==> src/rtl/pc_register_pkg.sv <==
// Core-wide shared types and constants for the PC stage.
// FSM state encoding, address width and default reset vector.
package pc_register_pkg;

  localparam int ADDR_W = 32;

  localparam logic [ADDR_W-1:0] RESET_PC_DEF = 32'h0000_0000;

  typedef enum logic [1:0] {
    BOOT = 2'd0,
    RUN  = 2'd1,
    HALT = 2'd2
  } pc_state_e;

endpackage

==> src/rtl/pc_register_next_sel.sv <==
// Next-PC priority mux: stall holds, then jump, then branch,
// otherwise the incrementer result.
module pc_next_sel
  import pc_register_pkg::*;
(
  input  logic              stall,
  input  logic              jump,
  input  logic              branch_taken,
  input  logic [ADDR_W-1:0] pc,
  input  logic [ADDR_W-1:0] pc_plus1,
  input  logic [ADDR_W-1:0] branch_target,
  input  logic [ADDR_W-1:0] jump_target,
  output logic [ADDR_W-1:0] next_pc
);

  always_comb begin
    next_pc = pc_plus1;
    priority case (1'b1)
      stall:        next_pc = pc;
      jump:         next_pc = jump_target;
      branch_taken: next_pc = branch_target;
      default:      next_pc = pc_plus1;
    endcase
  end

endmodule

==> src/rtl/pc_register.sv <==
// Program counter with BOOT/RUN/HALT control and retire counter.
// Optional sticky bounds fault when PC_BOUNDS_CHECK_EN is defined.
module pc_register
  import pc_register_pkg::*;
#(
  parameter logic [31:0] RESET_PC   = RESET_PC_DEF,
  parameter int          IMEM_DEPTH = 1024
) (
  input  logic        clk,
  input  logic        rst_n,
  input  logic [31:0] pc_plus1,
  input  logic        branch_taken,
  input  logic [31:0] branch_target,
  input  logic        jump,
  input  logic [31:0] jump_target,
  input  logic        stall,
  input  logic        halt_req,
  input  logic        restart,
  output logic [31:0] pc,
  output logic        pc_valid,
  output logic        halted,
  output logic [31:0] retired,
  output logic        fault
);

  pc_state_e         state_q, state_d;
  logic [ADDR_W-1:0] pc_q, pc_d;
  logic [ADDR_W-1:0] ret_q, ret_d;
  logic              fault_q, fault_d;
  logic [ADDR_W-1:0] sel_pc;
  logic              oob;

  pc_next_sel u_sel (
    .stall         (stall),
    .jump          (jump),
    .branch_taken  (branch_taken),
    .pc            (pc_q),
    .pc_plus1      (pc_plus1),
    .branch_target (branch_target),
    .jump_target   (jump_target),
    .next_pc       (sel_pc)
  );

`ifdef PC_BOUNDS_CHECK_EN
  localparam logic [ADDR_W-1:0] DEPTH_W = ADDR_W'(IMEM_DEPTH);

  assign oob = (sel_pc >= DEPTH_W);
`else
  logic unused_depth;

  assign unused_depth = ^ADDR_W'(IMEM_DEPTH);
  assign oob          = 1'b0;
`endif

  always_comb begin
    state_d = state_q;
    pc_d    = pc_q;
    ret_d   = ret_q;
    fault_d = fault_q;
    unique case (state_q)
      BOOT: state_d = RUN;
      RUN: begin
        if (!stall) begin
          pc_d  = sel_pc;
          ret_d = ret_q + 32'd1;
          if (halt_req || oob) state_d = HALT;
          if (oob) fault_d = 1'b1;
        end
      end
      HALT: begin
        if (restart) begin
          pc_d    = RESET_PC;
          state_d = BOOT;
        end
      end
      default: state_d = BOOT;
    endcase
  end

  always_ff @(posedge clk or negedge rst_n) begin
    if (!rst_n) begin
      state_q <= BOOT;
      pc_q    <= RESET_PC;
      ret_q   <= '0;
      fault_q <= 1'b0;
    end else begin
      state_q <= state_d;
      pc_q    <= pc_d;
      ret_q   <= ret_d;
      fault_q <= fault_d;
    end
  end

  assign pc       = pc_q;
  assign pc_valid = (state_q == RUN) && !stall;
  assign halted   = (state_q == HALT);
  assign retired  = ret_q;
  assign fault    = fault_q;

endmodule
==> config.mk <==
export PLATFORM = sky130hd
export DESIGN_NAME = pc_register
export DESIGN_NICKNAME = d
export VERILOG_FILES = /design/src/rtl/pc_register_pkg.sv /design/src/rtl/pc_register_next_sel.sv /design/src/rtl/pc_register.sv
export SDC_FILE = /design/constraint.sdc
export NUM_CORES = 1
export LEC_CHECK = 0
export CORE_UTILIZATION = 36
export DETAILED_ROUTE_END_ITERATION = 6
export PLACE_DENSITY = 0.86
export REMOVE_ABC_BUFFERS = 1
export SLEW_MARGIN = 20
export SYNTH_ARGS = -nofsm -noshare
export SYNTH_HDL_FRONTEND = slang
export SYNTH_SLANG_ARGS = --single-unit
export TNS_END_PERCENT = 10
==> constraint.sdc <==
create_clock -name clk -period 1.75 [get_ports clk]
set_clock_uncertainty 0.2 [all_clocks]
set_input_delay 0.2625 -clock clk [delete_from_list [all_inputs] [get_ports clk]]
set_output_delay 0.2625 -clock clk [all_outputs]
set_load 0.01 [all_outputs]
==> results of run 1 <==
state kept, by name, summed over array words and instances, names as in the netlist:
| register | cells |
|---|---|
| retired | 32 |
| pc | 32 |
| state_q | 2 |
repair_timing:
action / 4_1_cts / 5_1_grt
pin swaps: 2 / 5
hold buffers: 1 / 0
buffers inserted: 0 / 1
endpoints found under the hold margin: 66 / 0
resized for setup: 40 / 13
endpoints found under the setup margin: 36 / 51
worst paths after layout:
path	slack, ps	start	endpoint	cells past startpoint
worst max-delay path	3	state_q[1]	pc_valid	3
worst min-delay path	190	stall	state_q[0]	3
worst max register to register	20	state_q[1]	retired[14]	6
worst min register to register	280	retired[31]	retired[31]	1
max in group asynchronous	790	rst_n	retired[0]	3
min in group asynchronous	270	rst_n	retired[31]	3
worst max-delay path: cells and delay by family, from the launching register on:
family,cells,cell delay [ps]
flip-flops,1,410
buffers and inverters,2,300
AND/OR/NAND/NOR,1,240
metal layers:
layer	GRT usage [%]	part of all wire (%)
met4	9.874	2.3
met5	0	0
met3	3.546	4.6
met2	38.89	53
met1	24.95	40
metrics by stage:
| stage | cells | area (sq um) | TNS (ps) | hold slack (ps) |
|---|---|---|---|---|
| global placement | 605 | 5393 | -14460 | 100.3 |
| finish | 621 | 5568 | 0 | 185.1 |
| floorplan | 297 | 3253 | -82140 | -233.1 |
| CTS | 620 | 5532 | 0 | 170.1 |
| detailed placement | 605 | 5393 | -17380 | 106.8 |
| global route | 621 | 5568 | -465.8 | 215.7 |
logic make-up (layout without fill, tap and decap cells):
group           after synthesis  count (layout)  synth area share (%)
buf+inv                      28             221                 3.545
other cells                   1               1                0.1118
flops                        66              66                 49.25
simple gates                 93              93                 15.00
xor+xnor                     31              31                 8.097
compound gates               67              67                 13.73
mux                          33              33                 9.888
fa+ha+maj                     1               1                0.3731
report_power, final:
part	switching, uW	internal [uW]
Combinational	653	953
Clock	537	532
Sequential	195	1790
Total	1380	3270
placed cells by master (no fill, tap or decap), types with 2 or more instances in the layout:
master and count:
buf_12 7, and4_1 3, mux2i_1 32, dlymetal6s2s_1 7
nand2_1 40, xor2_1 3, buf_4 25, clkdlybuf4s50_1 125
dfrtp_1 66, and2_1 3, nand3_1 13, nor4_2 3
nand4_1 14, dlygate4sd2_1 31, o21ai_0 32, clkbuf_8 10
xnor2_1 28, buf_2 5, and3_1 6, nor2_1 3
a22o_1 33, clkinv_2 2, inv_1 5
area by class of cell:
| type | instances | area, sq um |
|---|---|---|
| Clock inverter | 3 | 17.52 |
| Multi-Input combinational cell | 226 | 1619 |
| Sequential cell | 66 | 1652 |
| Inverter | 5 | 18.77 |
| Clock buffer | 11 | 141.4 |
| Timing Repair Buffer | 202 | 1984 |
| Fill cell | 742 | 3281 |
| Tap cell | 108 | 135.1 |
==> impl_metrics.ini, run 1 <==
[status]
outcome = complete, but fails checks
violations = design-rule violations

[final_layout]
drive_gt1_share_pct = 12.09
final_util_pct = 62.92
syn_to_final_growth_pct = 66.04
antenna_cells = 0
fin_nets = 614

[grt]
grt_max_degree = 67
grt_pass1_wl_um = 16510
grt_pass1_vias = 3366
grt.overflow.total = 0
grt_usage_pct = 21.50
antenna_found_initial = 0

[critical_path]
criticalPathCategory = register to output pin
cp-end-kind = output pin
crit_chain = nor3b_4 -> buf_12 -> buf_2
critPathLaunchType = register
crit_fanout = 9
slowest_stage = dfrtp_1
cpPeakStageDelay_ps = 410
cp.arrival_ps = 1280
worstPathRequired_ps = 1290

[timing]
post-route-min-period_ps = 1747
rsz0062_at_grt = yes
finalHoldViolations = 0
fmaxAchievable_ghz = 0.5723
setup_viol = 0
period_share_pct = 99.85
maxSlewViolCount = 0
layout_setup_ws_ps = 2.647

[power_and_ir_drop]
power.density_nw_per_um2 = 836.4
p_leak_uw = 0.002685
peakVddDrop_uv = 430.5
power_uw = 4657

[clock_network]
clk_pin_slew_ps = 70
cts_htree_levels = 3
cts_buffers = 9
root_buffer = clkbuf_8
clock_latency_ps = 330
cts_tree = done
cts_sinks = 66
cts.path.max_buffers = 2

[route]
antenna_left = 0
drc = 9
drt_first_iter_violations = 114
post_drt_wl_per_cell_um = 16.06
drtPass1Iterations = 7
avgViaCountPerCell = 5.106
vias = 3171
wl_um = 9973

[die]
die_h_um = 98.51
die_w_um = 98.51
core_area_sq_um = 8848
dieArea_sq_um = 9704
start_util_pct = 37.90
num_rows = 34
ios = 170

[place]
dpl.hpwl_um = 7610
io_buffer_count = 168
place_ws_ps = -415.4
gp_congestion = 0.8127

[yosys]
ys_types = 31
synth_area_per_cell_sq_um = 10.48
netlist_instances = 320
postSynth.asyncResetShare_pct = 100.0
synth_ff_type = dfrtp_1
ys_top_cells_by_area = dfrtp_1 (49%), mux2i_1 (9.6%), a22o_1 (8.6%)
syn_area_sq_um = 3353
synth_top_area_share_pct = 49.25
yosysSeqAreaShare_pct = 49.25
synth_warnings = 0
synth_edf_count = 0
ys_top_cells_by_count = dfrtp_1 (66), nand2_1 (40), a22o_1 (33)
synth.most_common_cell = dfrtp_1
ys_seq_elements = 66
yosys.area.top_type = dfrtp_1

[worst_hold_path]
min_path_type = primary input to register

[run]
maxCapViolCount = 0
(Power assumes the default switching activity.)
==> run 2, diff against run 1 <==
--- a/constraint.sdc
+++ b/constraint.sdc
@@ -3,3 +3,3 @@
 set_input_delay 0.2625 -clock clk [delete_from_list [all_inputs] [get_ports clk]]
 set_output_delay 0.2625 -clock clk [all_outputs]
-set_load 0.01 [all_outputs]
+set_load 0.05 [all_outputs]
==> run 2 against run 1 <==
Compared with the run above: the flow finishes with violations (design-rule violations, negative setup slack); die area unchanged; critical path type unchanged; first-iteration DRC count up 16%; largest cell class unchanged; register-to-register slack worse by 120 ps; combinational power grew 72%; via count grew 5.3%; sequential power hardly changed.
==> impl_metrics.ini, run 2 (synthesis results as in run 1) <==
[status]
outcome = complete, but fails checks
violations = design-rule violations, negative setup slack

[timing]
post-route-min-period_ps = 1870
fin_hold_ws_ps = 263.6
period_share_pct = 106.9
setup_viol = 15
finalHoldViolations = 0
setup_tns_ps = -500.0
rsz0062_at_grt = yes
maxSlewViolCount = 0
fmaxAchievable_ghz = 0.5347
layout_setup_ws_ps = -120.4

[critical_path]
worstPathRequired_ps = 1290
crit_fanout = 3
cp.arrival_ps = 1410
cpPeakStageDelay_ps = 430
criticalPathCategory = register to output pin
cp-end-kind = output pin
crit_chain = nor3b_4 -> buf_6 -> buf_12 -> buf_12
slowest_stage = dfrtp_1
critPathLaunchType = register
cp_common_cell = buf_12

[clock_network]
clock_latency_ps = 330
cts.path.max_buffers = 2
cts_sinks = 66
cts_htree_levels = 3
root_buffer = clkbuf_8
cts_buffers = 9
clk_pin_slew_ps = 70
cts_tree = done

[grt]
grt_max_degree = 67
grt_pass1_vias = 3480
grt.overflow.total = 0
grt_usage_pct = 23.57
antenna_found_initial = 0
grt_pass1_wl_um = 17650

[final_layout]
layout_common_cells = clkdlybuf4s50_1 (99), buf_4 (72), dfrtp_1 (66), nand2_1 (39), buf_12 (39)
antenna_cells = 0
drive_gt1_share_pct = 27.95
syn_to_final_growth_pct = 82.35
instances_no_fill = 641
fillers = 636
final_util_pct = 69.10
final_common_cell = clkdlybuf4s50_1
fin_nets = 632

[die]
die_w_um = 98.51
start_util_pct = 37.90
ios = 170
dieArea_sq_um = 9704
die_h_um = 98.51
num_rows = 34
core_area_sq_um = 8848

[place]
dpl.hpwl_um = 7907
dpl.cell_count = 614
gp_congestion = 0.8482
io_buffer_count = 168
place_ws_ps = -369.7

[power_and_ir_drop]
switchingPower_uw = 2331
power.density_nw_per_um2 = 1038
clockPowerShare_pct = 25.2
sequentialPowerShare_pct = 31.1
p_comb_share_pct = 43.7
peakVddDrop_uv = 849.8
swShare_pct = 36.73
p_leak_uw = 0.002805
intPower_uw = 4016

[route]
post_drt_wl_per_cell_um = 17.32
avgViaCountPerCell = 5.211
antenna_left = 0
drtPass1Iterations = 7
drc = 6
wl_um = 11100
vias = 3340
drt_first_iter_violations = 132

[worst_hold_path]
min_path_type = primary input to async pin

[run]
maxCapViolCount = 0
## run 2: cell types whose count changed in the layout (fill, tap and decap cells not counted), sizes merged
| cell | change |
|---|---|
| clkinv | -2 |
| dlymetal6s2s | -7 |
| buf | +82 |
| bufinv | +3 |
| dlygate4sd2 | -31 |
| clkbuf | +1 |
| clkdlybuf4s50 | -26 |
## run 2: path summary, 6_finish.rpt
kind | startpoint | endpoint | slack, ps | cells after the start
max in group asynchronous | rst_n | retired[7] | 770 | 3
setup / recovery | state_q[1] | pc_valid | -120 | 4
hold / removal | rst_n | retired[13] | 260 | 3
min in group clk | pc[9] | pc[9] | 310 | 1
hold reg to reg | pc[9] | pc[9] | 310 | 1
setup reg to reg | state_q[1] | retired[14] | -100 | 6
## run 2: layout make-up
type	count	area, sq um	area share (%)
Sequential cell	66	1652	27.01
Tap cell	108	135.1	2.210
Inverter	5	18.77	0.3069
Multi-Input combinational cell	226	1635	26.74
Timing Repair Buffer	220	2421	39.59
Clock inverter	4	97.59	1.596
Clock buffer	12	155.1	2.537
## run 2: per-layer routing
layer  wire [um]  global-route usage [%]  share of wire [%]  up-vias
li1            -                       -                  -     1569
met1        4367                   27.28                 39     1648
met2        5961                   43.17                 54      100
met3         461                   3.617                4.2       23
met4         314                   10.33                2.8        0
met5           0                       0                  0        -
## run 2: what timing repair did
item,CTS,global route
setup endpoints to repair,17,61
pin swaps,4,43
gates resized for setup,9,11
gates cloned,2,0
hold buffers,1,0
setup buffers,6,2
hold endpoints to repair,66,0
## run 2: power groups by stage
| stage | Sequential [uW] | Combinational [uW] | Clock, uW |
|---|---|---|---|
| 6_report | 1970 | 2770 | 1600 |
| 5_1_grt | 2010 | 2880 | 1700 |
| 4_1_cts | 1970 | 2760 | 1620 |
| 3_5_place_dp | 1990 | 2670 | 0 |
| 3_3_place_gp | 1980 | 2620 | 0 |
| 2_1_floorplan | 2900 | 442 | 0 |
## run 2: worst max-delay path, delay by kind of cell, from the launching register on
family / cells / cell delay [ps]
buffers and inverters: 3 / 380
flip-flops: 1 / 430
AND/OR/NAND/NOR: 1 / 260
## run 2: through the flow
step	area, sq um	total power (uW)
floorplan	3253	3342
global placement	5683	4598
detailed placement	5683	4668
CTS	6062	6356
global route	6115	6596
finish	6115	6347
